## src/rtl/alu_exec.sv

```systemverilog
// Execute-stage ALU: single-cycle arithmetic/logic ops, serial one-bit-per-cycle shifts,
// result returned over a valid/ready handshake.
//
// state | meaning
// ------+-----------------------------------------------------------------
// IDLE  | waiting for an operation; in_ready high (after the first edge out of reset)
// SHIFT | serial shift in progress; result register doubles as shift register
// DONE  | result final; out_valid follows one edge later with the registered zero compare
module alu_exec #(
  parameter int DWIDTH = 32,
  parameter int SWIDTH = 4,
  parameter int SHW    = 5
) (
  input  logic              clk,
  input  logic              rst_n,
  input  logic              in_valid,
  output logic              in_ready,
  input  logic [SWIDTH-1:0] alu_sel,
  input  logic [DWIDTH-1:0] op_a,
  input  logic [DWIDTH-1:0] op_b,
  output logic              out_valid,
  input  logic              out_ready,
  output logic [DWIDTH-1:0] result,
  output logic              zero,
  output logic              illegal
);

  localparam logic [SWIDTH-1:0] SEL_ADD  = SWIDTH'(4'b0000);
  localparam logic [SWIDTH-1:0] SEL_SUB  = SWIDTH'(4'b0001);
  localparam logic [SWIDTH-1:0] SEL_SLL  = SWIDTH'(4'b0010);
  localparam logic [SWIDTH-1:0] SEL_SLT  = SWIDTH'(4'b0100);
  localparam logic [SWIDTH-1:0] SEL_SLTU = SWIDTH'(4'b0110);
  localparam logic [SWIDTH-1:0] SEL_XOR  = SWIDTH'(4'b1000);
  localparam logic [SWIDTH-1:0] SEL_SRL  = SWIDTH'(4'b1010);
  localparam logic [SWIDTH-1:0] SEL_SRA  = SWIDTH'(4'b1011);
  localparam logic [SWIDTH-1:0] SEL_OR   = SWIDTH'(4'b1100);
  localparam logic [SWIDTH-1:0] SEL_AND  = SWIDTH'(4'b1110);

  typedef enum logic [1:0] {
    IDLE  = 2'd0,
    SHIFT = 2'd1,
    DONE  = 2'd2
  } state_t;

  state_t            state, state_nx;
  logic [SWIDTH-1:0] sel_q;
  logic [SHW-1:0]    cnt;
  logic [SHW-1:0]    shamt;
  logic [DWIDTH-1:0] alu_res;
  logic [DWIDTH-1:0] shift_step;
  logic              legal;
  logic              is_shift;
  logic              accept;
  logic              pop;
  logic              start_shift;

  assign accept      = in_valid & in_ready;
  assign pop         = out_valid & out_ready;
  assign shamt       = op_b[SHW-1:0];
  assign is_shift    = (alu_sel == SEL_SLL) || (alu_sel == SEL_SRL) || (alu_sel == SEL_SRA);
  assign start_shift = is_shift && (shamt != '0);

  // Shift ops report op_a here so a zero-amount shift completes like a one-cycle op.
  always_comb begin
    alu_res = '0;
    legal   = 1'b1;
    case (alu_sel)
      SEL_ADD:  alu_res = op_a + op_b;
      SEL_SUB:  alu_res = op_a - op_b;
      SEL_SLT:  alu_res = DWIDTH'($signed(op_a) < $signed(op_b));
      SEL_SLTU: alu_res = DWIDTH'(op_a < op_b);
      SEL_XOR:  alu_res = op_a ^ op_b;
      SEL_OR:   alu_res = op_a | op_b;
      SEL_AND:  alu_res = op_a & op_b;
      SEL_SLL, SEL_SRL, SEL_SRA: alu_res = op_a;
      default: begin
        alu_res = '0;
        legal   = 1'b0;
      end
    endcase
  end

  always_comb begin
    shift_step = result;
    case (sel_q)
      SEL_SLL: shift_step = {result[DWIDTH-2:0], 1'b0};
      SEL_SRL: shift_step = {1'b0, result[DWIDTH-1:1]};
      SEL_SRA: shift_step = {result[DWIDTH-1], result[DWIDTH-1:1]};
      default: shift_step = result;
    endcase
  end

  always_comb begin
    state_nx = state;
    case (state)
      IDLE: begin
        if (accept) state_nx = start_shift ? SHIFT : DONE;
      end
      SHIFT: begin
        if (cnt == SHW'(1)) state_nx = DONE;
      end
      DONE: begin
        if (pop) state_nx = IDLE;
      end
      default: state_nx = IDLE;
    endcase
  end

  always_ff @(posedge clk or negedge rst_n) begin
    if (!rst_n) state <= IDLE;
    else        state <= state_nx;
  end

  always_ff @(posedge clk or negedge rst_n) begin
    if (!rst_n) begin
      in_ready  <= 1'b0;
      out_valid <= 1'b0;
      result    <= '0;
      zero      <= 1'b0;
      illegal   <= 1'b0;
      sel_q     <= '0;
      cnt       <= '0;
    end else begin
      in_ready <= (state_nx == IDLE);
      case (state)
        IDLE: begin
          if (accept) begin
            sel_q   <= alu_sel;
            illegal <= ~legal;
            result  <= alu_res;
            cnt     <= start_shift ? shamt : '0;
          end
        end
        SHIFT: begin
          result <= shift_step;
          cnt    <= cnt - SHW'(1);
        end
        DONE: begin
          if (!out_valid) begin
            out_valid <= 1'b1;
            zero      <= (result == '0);
          end else if (out_ready) begin
            out_valid <= 1'b0;
          end
        end
        default: ;
      endcase
    end
  end

endmodule

```

## config.mk

```make
export PLATFORM = sky130hd
export DESIGN_NAME = alu_exec
export DESIGN_NICKNAME = d
export VERILOG_FILES = /design/src/rtl/alu_exec.sv
export SDC_FILE = /design/constraint.sdc
export NUM_CORES = 1
export LEC_CHECK = 0
export ABC_AREA = 1
export CAP_MARGIN = 5
export CORE_MARGIN = 10
export CORE_UTILIZATION = 60
export CTS_CLUSTER_DIAMETER = 80
export DETAILED_ROUTE_END_ITERATION = 16
export PLACE_DENSITY = 0.95
export SYNTH_ARGS = -nofsm -noshare
export SYNTH_HDL_FRONTEND = slang
export SYNTH_SLANG_ARGS = --single-unit
```

## constraint.sdc

```tcl
create_clock -name clk -period 4.8 [get_ports clk]
set_input_delay 0.96 -clock clk [delete_from_list [all_inputs] [get_ports clk]]
set_output_delay 0.96 -clock clk [all_outputs]
set_load 0.005 [all_outputs]
```

==> flow_summary.ini <==
[timing]
final_max_slew_viol_count = 0
min_period_ns = 3.57
post-route-period-util_pct = 74.3
timing.fmax_ghz = 0.280
slew_headroom_pct = 28.2
hold_viol = 0
fin_ws_ns = 1.23
finalClockSkew_ns = 0.00551
holdWs_ns = 0.496
finalSetupTns_ns = 0
setup_viol = 0
tightest_slew_ns = 1.08
rsz0062_at_grt = no

[hold_path]
min_path_type = register to register
hold_depth = 2

[floorplan]
initial_utilization_pct = 61.2
row_count = 45
die_height_um = 145
io_pins = 108
dieWidth_um = 145
die_area_sq_mm = 0.0209
core_area_sq_mm = 0.0152

[clocking]
cts_tree = built
cts_setup_buffers = 0
clock-sinks = 47
htreeDepth = 2
clk_latency_ns = 0.30
numCtsBuffers = 5
cts-resized-gates = 0
ctsHoldBuffers = 0
clock_path_buffers = 2
path_clk_slew_ns = 0.07
cts-root-buf = clkbuf_16

[setup_path]
worstSetupPathType = primary input to register
cp.depth = 12
path_buf_inv = 3
crit_chain = clkdlybuf4s50_1 > inv_1 > ha_1 > nor2_1 > nand2_1 > inv_1 > nand3_1 > nand2_1 > xor2_1 > o22ai_1 > o21ai_0 > a22oi_1
worst_ep_required_time_ns = 4.94
critical_path_arrival_ns = 3.70
cp_slowest_cell = clkdlybuf4s50_1
reg2reg_depth = 9
cp-start-kind = primary input
cp_top_family = compound AO/OA/AOI/OAI gates
critical_path.max_fanout = 8
slowest_delay_ns = 0.56
worst_setup_path_end_kind = register

[grt]
grt_pass1_wl_um = 55000
grt_max_degree = 55
grt_pass1_vias = 10500
antenna_found_initial = 0
grt_usage_pct = 33.2
grt_overflow = 0

[placement]
port_buffers = 107
place.gp.congestion = 1.07
dpl.hpwl_um = 28800
pre_cts_ws_ns = 1.08
place_area_sq_mm = 0.0103

[drt]
wire_per_inst_um = 18.6
first_pass_iters = 6
num_vias = 11500
routed_wl_um = 35600
drt-initial-drc-count = 1518
viasPerCell = 6.00
route.detailed.drc = 0
ant_nets = 0

[synthesis]
synth_area_leaders = nand2_1 (20%), ha_1 (14%), inv_1 (13%)
seq_area_frac_synth_pct = 12.6
netlist_area_sq_mm = 0.00931
synth-edff-count = 0
yosysTopAreaCell = nand2_1
netlist_instances = 1654
synth.distinct_cells = 52
synth_common_cells = nand2_1 (486), inv_1 (321), nor2_1 (139)
avgSynthCellArea_sq_um = 5.63
synth_warnings = 0
synth-main-ff-cell = dfrtp_1
synth_top_cell_area_share_pct = 19.6
synth_nets = 1833
yosysMostFrequentCell = nand2_1
synth_seq_cells = 47
synthArstFlopShare_pct = 100

[cells_and_area]
finalInstanceArea_sq_mm = 0.0105
n_antenna_cell = 0
areaGrowthSynthToFinish_pct = 12.8
num-nets-final = 1899
drive_gt1_share_pct = 3.72

[pwr]
p_leak_uw = 0.00582
ir_worst_vdd_uv = 233
power_uw = 3100
p_int_uw = 1540
seqPwrFrac_pct = 26.4
sw_frac_of_total_pct = 50.2
p_switching_uw = 1560
combPwrFrac_pct = 61.5
p_clk_share_pct = 12.1
powerDensity_mw_per_mm2 = 295

[outcome]
status = complete, no violations

[flow_run]
maxCapViolations = 0
## path summary, 6_finish.rpt
| path | slack (ns) | end | from |
|---|---|---|---|
| min reg2reg | 0.50 | zero$_DFFE_PN0P_ | zero$_DFFE_PN0P_ |
| max in group asynchronous | 3.28 | result[22]$_DFFE_PN0P_ | rst_n |
| min in group asynchronous | 0.85 | in_ready$_DFF_PN0_ | rst_n |
| min | 0.50 | zero$_DFFE_PN0P_ | zero$_DFFE_PN0P_ |
| max reg2reg | 1.81 | result[23]$_DFFE_PN0P_ | state[0]$_DFF_PN0_ |
| max | 1.23 | result[7]$_DFFE_PN0P_ | op_a[6] |
## worst register-to-register path: stages (launching register included)
cell and delay, ns:
dfrtp_1 0.45, inv_1 0.10, nor2_4 0.08, buf_4 0.32, o31ai_1 0.27, o21ai_2 0.83, buf_4 0.36, inv_2 0.22
nor2_1 0.19, a21oi_1 0.06
## cells by family after synthesis
logic type	after synthesis	synth area share, %
and+or+nand+nor	833	37.8
DFF	47	12.6
buffers and inverters	390	17.2
AOI/OAI and AO/OA	267	16.8
xor gates and xnor gates	10	0.941
adders and majority gates	107	14.5
## layout make-up
class / instances / area [sq um]
Multi-Input combinational cell: 1217 / 6530
Clock inverter: 3 / 27.5
Timing Repair Buffer: 117 / 1160
Sequential cell: 47 / 1180
Inverter: 332 / 1250
Fill cell: 1409 / 4700
Tap cell: 188 / 235
Clock buffer: 5 / 125
## metal layers
metal	share of wire, %	vias to the layer above	global-route usage, %
met3	14	105	7.41
met1	41	5137	45.2
met2	41	830	50.2
li1	-	5382	-
met5	0	-	0
met4	3.7	0	11.5
## stage by stage
| stage | cells | utilization (%) |
|---|---|---|
| detailed placement | 1900 | 67.9 |
| floorplan | 1654 | - |
| CTS | 1908 | 68.9 |
| global placement | 1900 | 67.9 |
| global route | 1909 | 69.1 |
| finish | 1909 | 69.1 |
## placed cells by master (no fill, tap or decap), drive strengths merged, types with 15 or more instances in the layout
| master | synthesis | routed |
|---|---|---|
| a221oi | 21 | 21 |
| ha | 105 | 105 |
| nor3 | 15 | 15 |
| nor2 | 152 | 152 |
| o21ai | 71 | 71 |
| nand3 | 138 | 138 |
| inv | 331 | 333 |
| clkdlybuf4s50 | 0 | 106 |
| dfrtp | 47 | 47 |
| nand2 | 496 | 496 |
| o22ai | 38 | 38 |
| a21oi | 101 | 101 |
## power by group through the flow
stage                     clock network, uW  logic (uW)  registers [uW]
final                                   377        1910             817
after global routing                    387        2100             836
after CTS                               371        1840             805
after detailed placement                  0        1830             811
after global placement                    0        1780             798
after floorplan                           0        1130             762
## flip-flops by register name (all words and copies together), names as in the netlist
signal,flops
out_valid,1
sel_q,4
state,2
cnt,5
zero,1
illegal,1
result,32
in_ready,1
No activity file was read; power rests on OpenSTA's default activity.
